### config.mk
export PLATFORM = sky130hd
export DESIGN_NAME = uart_echo_fifo
export DESIGN_NICKNAME = d
export VERILOG_FILES = /design/src/rtl/uart_echo_fifo.sv
export SDC_FILE = /design/constraint.sdc
export NUM_CORES = 1
export LEC_CHECK = 0
export BUFFER_PORTS_ARGS = -buffer_cell sky130_fd_sc_hd__buf_2
export CAP_MARGIN = 20
export CORE_MARGIN = 2
export CORE_UTILIZATION = 54
export DETAILED_ROUTE_END_ITERATION = 7
export GPL_ROUTABILITY_DRIVEN = 0
export PLACE_DENSITY = 0.78
export SLEW_MARGIN = 30
export SYNTH_ARGS = -nofsm -noshare
export SYNTH_HDL_FRONTEND = slang
export SYNTH_SLANG_ARGS = --single-unit
export TNS_END_PERCENT = 20
### constraint.sdc
create_clock -name clk -period 2.5 [get_ports clk]
set_input_delay 0.5 -clock clk [delete_from_list [all_inputs] [get_ports clk]]
set_output_delay 0.5 -clock clk [all_outputs]
set_load 0.1 [all_outputs]
### src/rtl/uart_echo_fifo.sv
// Echo buffer between UART RX and TX: a FIFO feeding one output register,
// with optional ASCII case folding, flush and a saturating drop counter.
module uart_echo_fifo #(
  parameter int DATA_W  = 8,
  parameter int DEPTH   = 16,
  parameter int CNT_W   = 8,
  parameter int CASE_EN = 1
) (
  input  logic                       clk,
  input  logic                       rst_n,
  input  logic [DATA_W-1:0]          rx_data,
  input  logic                       rx_valid,
  output logic [DATA_W-1:0]          tx_data,
  output logic                       tx_valid,
  input  logic                       tx_ready,
  input  logic [1:0]                 mode,
  input  logic                       flush,
  input  logic                       clr_err,
  output logic [$clog2(DEPTH+1)-1:0] level,
  output logic                       empty,
  output logic                       full,
  output logic                       overflow,
  output logic [CNT_W-1:0]           ovf_cnt
);

  localparam int PW = $clog2(DEPTH);
  localparam int LW = $clog2(DEPTH+1);

  logic [DATA_W-1:0] mem [DEPTH];
  logic [PW-1:0]     wr_ptr;
  logic [PW-1:0]     rd_ptr;
  logic [DATA_W-1:0] wr_data;
  logic [8:0]        ext;
  logic              hs;
  logic              pop;
  logic              push;
  logic              drop;
  logic [LW-1:0]     level_nxt;
  logic              tx_valid_nxt;

  // Case folding of the incoming word, only meaningful for 8-bit ASCII
  always_comb begin
    ext     = 9'(rx_data);
    wr_data = rx_data;
    if (CASE_EN == 1 && DATA_W == 8) begin
      unique case (1'b1)
        (mode == 2'b01) && (ext >= 9'h061) && (ext <= 9'h07a):
          wr_data = DATA_W'(ext - 9'h020);
        (mode == 2'b10) && (ext >= 9'h041) && (ext <= 9'h05a):
          wr_data = DATA_W'(ext + 9'h020);
        default: ;
      endcase
    end
  end

  // Push/pop/drop decisions and the next occupancy state
  always_comb begin
    hs   = tx_valid && tx_ready;
    pop  = (level != '0) && (!tx_valid || tx_ready);
    push = rx_valid && (!full || pop);
    drop = rx_valid && !push && !flush;
    level_nxt = level;
    tx_valid_nxt = tx_valid;
    if (flush) begin
      level_nxt    = '0;
      tx_valid_nxt = 1'b0;
    end else begin
      if (push && !pop)
        level_nxt = level + LW'(1);
      else if (pop && !push)
        level_nxt = level - LW'(1);
      if (pop)
        tx_valid_nxt = 1'b1;
      else if (hs)
        tx_valid_nxt = 1'b0;
    end
  end

  // FIFO storage write port
  always_ff @(posedge clk) begin
    if (push && !flush)
      mem[wr_ptr] <= wr_data;
  end

  // Pointers, output register and status flags
  always_ff @(posedge clk or negedge rst_n) begin
    if (!rst_n) begin
      wr_ptr   <= '0;
      rd_ptr   <= '0;
      level    <= '0;
      tx_data  <= '0;
      tx_valid <= 1'b0;
      empty    <= 1'b1;
      full     <= 1'b0;
    end else begin
      level    <= level_nxt;
      tx_valid <= tx_valid_nxt;
      empty    <= (level_nxt == '0) && !tx_valid_nxt;
      full     <= (level_nxt == LW'(DEPTH));
      if (flush) begin
        wr_ptr <= '0;
        rd_ptr <= '0;
      end else begin
        if (push)
          wr_ptr <= wr_ptr + PW'(1);
        if (pop) begin
          rd_ptr  <= rd_ptr + PW'(1);
          tx_data <= mem[rd_ptr];
        end
      end
    end
  end

  // Sticky overflow flag and saturating drop counter
  always_ff @(posedge clk or negedge rst_n) begin
    if (!rst_n) begin
      overflow <= 1'b0;
      ovf_cnt  <= '0;
    end else if (clr_err) begin
      overflow <= drop;
      ovf_cnt  <= drop ? CNT_W'(1) : '0;
    end else if (drop) begin
      overflow <= 1'b1;
      if (ovf_cnt != '1)
        ovf_cnt <= ovf_cnt + CNT_W'(1);
    end
  end

endmodule

* Word level (Yosys, flattened, before mapping)
Memory sizes are Yosys's and may differ from the RTL's. A register that Yosys moved wholly into a read port is not among the register bits.
Cells that the tools add are included.
** Word-level totals
- Bits in registers :: 25
- RAM bits :: 128
- Bits of input ports :: 16
- Output and inout port bits :: 25
- Logic and storage cells :: 74
- Memories kept :: 1
** Cells by class
- Add/subtract/negate cells :: 7
- Magnitude comparators :: 4
- Equality and inequality tests :: 4
- Mux-type cells :: 19
- Bitwise logic cells :: 1
- Reductions and logical operators :: 30
** Memory list
- mem :: words 16, bits a word 8, read ports 1, clocked after Yosys merged registers in 1, wr ports 1, RTL line 29 : logic [DATA_W-1:0] mem [DEPTH];
** Operator list (number)
- $mux W8 :: 3
- $ge A8 B7 Y1 const B :: 2
- $le A8 B7 Y1 const B :: 2
- $mux W4 :: 4
- $pmux W8 S2 :: 1
- $mux W5 :: 3
- $logic_and A1 B1 Y1 :: 13
- $add A4 B1 Y4 const B :: 2
- $add A8 B1 Y8 const B :: 1
- $add A8 B6 Y8 const B :: 1
- $mux W1 :: 8
- $ne A8 B8 Y1 const B :: 1
- $reduce_bool A2 Y1 :: 4
- $sub A8 B6 Y8 const B :: 1
- $logic_not A1 Y1 :: 7
- $add A5 B1 Y5 const B :: 1
- $eq A5 B5 Y1 const B :: 1
- $logic_not A5 Y1 :: 1
- $reduce_bool A5 Y1 :: 1
- $sub A5 B1 Y5 const B :: 1
- $reduce_and A2 Y1 :: 2
- $eq A2 B1 Y1 const B :: 1
- $eq A2 B2 Y1 const B :: 1
- $logic_or A1 B1 Y1 :: 2
- $not A1 Y1 :: 1

* Longest topological paths before layout
- Depth in word-level cells :: 12
- Depth in mapped cells :: 8
- Gate-level depth less buffers :: 8

* Least setup slack after synthesis
OpenSTA, ideal clock, no wires.
- Kind :: register -> register
- Start point :: register level[0]
- End point :: memory mem[0][0], enable pin
- Library setup time :: 0.383 ns
- Data arrival time :: 2.901 ns
- Required time :: 2.117 ns
- Path slack :: -0.784 ns
- Cell stages (with the launch flop) :: 8
- Cells stage by stage :: dfrtp_1 inv_1 ha_1 nor4b_4 o21ai_0 and3_1 nand2_1 nor3_1
** On the way
- Longest elaborated chain between the ends :: 7
** RTL lines
- start, declared :: RTL line 19 : output logic [$clog2(DEPTH+1)-1:0] level,
- start signal, assigned :: RTL line 96 : level <= level_nxt;
- $reduce_bool A5 Y1 :: RTL line 59 : pop = (level != '0) && (!tx_valid || tx_ready);
- $logic_and A1 B1 Y1 :: RTL line 59
- $logic_or A1 B1 Y1 :: RTL line 60 : push = rx_valid && (!full || pop);
- $logic_and A1 B1 Y1 :: RTL line 60
- $logic_and A1 B1 Y1 :: RTL line 81 : if (push && !flush)
- $mux W1 :: RTL line 81
- $mux W1 (not written as such) :: RTL line 82 : mem[wr_ptr] <= wr_data;
- end, declared :: RTL line 29
Every way passes these cells.

* Worst setup path after layout
- Start point :: register level[0]
- End point :: memory mem[3][2], enable pin
Same word-level chain as after synthesis.

==> metrics.md <==
| Metric | Value |
|---|---|
| Layout cells sized above 1 | `0.319` |
| Global-route wire length before repair | `21,900 µm` |
| Failing checks | `negative setup slack` |
| Post-DP HPWL | `about 9300 µm` |
| H-tree levels | `4` |
| DR WL/cell | `21.2 µm` |
| Most frequent cells in the layout | `128 x edfxtp_1, 40 x buf_2, 32 x mux4_2, 32 x buf_4, 28 x nor2_1` |
| PD cells | `roughly 1000 mW/mm²` |
| Top Family by Delay on Critical Path | `simple AND/OR/NAND/NOR gates` |
| Req. time, crit path | `roughly 2.5 ns` |
| Worst skew pair latency | `0.42 ns` |
| Initial core utilization | `0.558` |
| Die area | `0.0135 mm²` |
| Max Slew Vio Count | `0` |
| Final TNS setup | `-1.41 ns` |
| CP startpoint kind | `flip-flop` |
| Post-Place Worst Slack | `-0.236 ns` |
| IO Count | `41` |
| Final #Nets | `508` |
| Cells after Synth | `408` |
| Max VDD drop | `579 µV` |
| RSZ-0062 raised after global routing | `true` |
| CTS tree | `done` |
| Die Wd | `~120 µm` |
| Initial DRC Count | `roughly 290` |
| Most common cell after layout, fill and taps aside | `edfxtp_1` |
| Routed vias | `3,918` |
| Min-delay worst type | `in2async` |
| Post-Route M1 WL | `5810 µm` |
| Initial antenna violation count | `0` |
| Total power draw | `8270 µW` |
| Synthesis-stage register bit count | `around 160` |
| Met3 wire len | `849 µm` |
| Slew HR | `0.365` |
| Avg Cell Area, Syn | `16.6 µm²` |
| Fin area | `0.00800 mm²` |
| Cell row count | `40` |
| Core area | `0.0122 mm²` |
| Top Layer Used | `met4` |
| Die Height | `roughly 120 µm` |
| Met2 WL | `7030 µm` |
| Cell with the largest stage delay on the worst path | `nor3_2` |
| Vias in the first global route | `around 4,000` |
| Worst setup EP type | `flip-flop` |
| Vias per inst | `5.91` |
| Crit path buf inv count | `1` |
| Post-synth EDFFs | `~130` |
| GRT Residual Overflow | `0` |
| Synth Flop Type | `edfxtp_1` |
| Final worst path period need | `roughly 2.6 ns` |
| Hold Buf Count CTS | `0` |
| Maximum clock frequency | `roughly 0.39 GHz` |
| Final WL | `~14,000 µm` |
| Endpoints failing hold | `0` |
| CP Class | `reg2reg` |
| Largest net degree at the start of global routing | `34` |
| Status | `finished with violations` |
| Tcrit/Tclk final | `1.03` |
| Yosys warning count | `0` |
| Clk slew on worst S/H paths | `approximately 0.060 ns` |
| CP max FO | `8` |
| Async SR Flop Fraction | `0.205` |
| DRT antenna net count | `0` |
| Bufs on Longest Clock Path | `2` |
| Worst-Margin Slew | `0.950 ns` |
| Synth-to-layout area growth | `17.9%` |
| Final Non-Filler Cells | `663` |
| Lkg Pwr | `approximately 0.0028 µW` |
| Number of port buffers | `40` |
| Area after DPL | `around 0.0074 mm²` |
| Seq/Total Area, Yosys | `0.688` |
| Final WS setup | `-0.0631 ns` |
| Data arrival time of the worst path | `2.61 ns` |
| Mapped Area | `~0.0068 mm²` |
| Max cap viols | `0` |
| Yosys cell types | `47` |
| Worst-path cell chain | `inv_1, ha_1, nor4b_4, o21ai_0, and3_1, nand2_1, nor3_2` |
| Clock Tree Root | `clkbuf_16` |
| Critical path's largest stage delay | `0.72 ns` |
| Net Count, Synth | `~430` |
| Final setup viols | `48` |
| DR DRC count | `0` |
| Global Route Usage Sum | `0.229` |
| Final Skew | `0.00534 ns` |
| TritonCTS buffer count | `17` |
| Clock Sinks | `between 150 and 200` |
| Inserted Diodes | `0` |
| Drt first pass iters | `5` |
| Cells after DPL | `between 600 and 700` |
==> metrics by stage <==
stage | hold WS [ns] | utilization
final | 0.149 | 0.658
after detailed placement | 0.469 | 0.610
after CTS | 0.175 | 0.658
after global routing | 0.202 | 0.658
after global placement | 0.464 | 0.610
after floorplan | 0.204 | -
==> cells in the mapped netlist, types with 2 or more instances <==
library cell  instances  area share
nand2b_1              7      0.0065
o221ai_1              9       0.012
nor3b_1               2      0.0022
a21o_1                2      0.0022
inv_1                 8      0.0044
xnor2_1               5      0.0065
o2111a_1              2      0.0033
nand2_1              26       0.014
o21ai_0               6      0.0044
nor3_1               11      0.0081
mux4_2               32        0.11
nand3_1               8      0.0059
nand3b_1              3      0.0033
nor4_1                3      0.0028
or4_1                 2      0.0022
xor2_1                4      0.0052
nor2_1               33       0.018
mux2_2                2      0.0033
ha_1                  9       0.017
buf_2                 6      0.0044
nor2b_1               5      0.0046
and3_1                5      0.0046
dfrtp_1              32        0.12
edfxtp_1            128        0.57
mux2i_1              22       0.032
a21oi_1               4      0.0029
clkbuf_1              8      0.0044
buf_1                 3      0.0017
nand4_1               3      0.0028
==> power breakdown <==
part	switching, µW	internal [µW]
sequential	185	3080
clock	1020	1470
combinational	1670	839
==> worst register-to-register path, cell delays in order, from the launching register on <==
cell and delay (ns):
dfrtp_4 0.40, inv_1 0.05, ha_1 0.20, nor4b_4 0.13, o21ai_0 0.23, and3_1 0.28
nand2_1 0.16, nor3_2 0.72
==> sequential cells by signal (all words and copies together), names as in the netlist <==
name and cells:
empty 1, full 1, level 5, mem 128
overflow 1, ovf_cnt 8, rd_ptr 4, tx_data 8
tx_valid 1, wr_ptr 4
==> layout make-up <==
class	count	area, µm²
clock buffers	19	433
clock inverters	13	135
fillers	829	4160
inverters	8	30.0
multi-input cells	221	2050
flip-flops and latches	161	4680
well taps	168	210
repair buffers	73	460
==> final timing paths <==
check / cells past startpoint / endpoint / from / slack [ns]
max: 7 / mem[3][2] / level[0] / -0.06
min: 1 / ovf_cnt[3] / rst_n / 0.15
max reg2reg: 7 / mem[3][2] / level[0] / -0.06
min reg2reg: 2 / tx_data[1] / tx_data[1] / 0.49
max in group asynchronous: 1 / level[0] / rst_n / 1.79
min in group clk: 2 / ovf_cnt[5] / clr_err / 0.36
==> repair_timing <==
| action | 4_1_cts | 5_1_grt |
|---|---|---|
| buffers inserted | 0 | 0 |
| setup endpoints to repair | 90 | 107 |
| gates resized for setup | 4 | 2 |
==> metal layers <==
layer / vias to the layer above / global-route usage
met5: - / 0
li1: 1744 / -
met2: 131 / 0.367
met1: 2014 / 0.302
met3: 29 / 0.0592
met4: 0 / 0.0992
==> logic make-up (layout without fill, tap and decap cells) <==
kind of cell,after synthesis,count (layout),share of synthesized area
AO/OA/AOI/OAI,30,30,0.0339
XOR/XNOR,9,9,0.0116
adder cells (fa/ha/maj),10,10,0.0195
buffers and inverters,26,113,0.0160
flip-flops,161,161,0.688
multiplexers,56,56,0.142
AND/OR/NAND/NOR,116,116,0.0890
No activity file was read; power rests on OpenSTA's default activity.
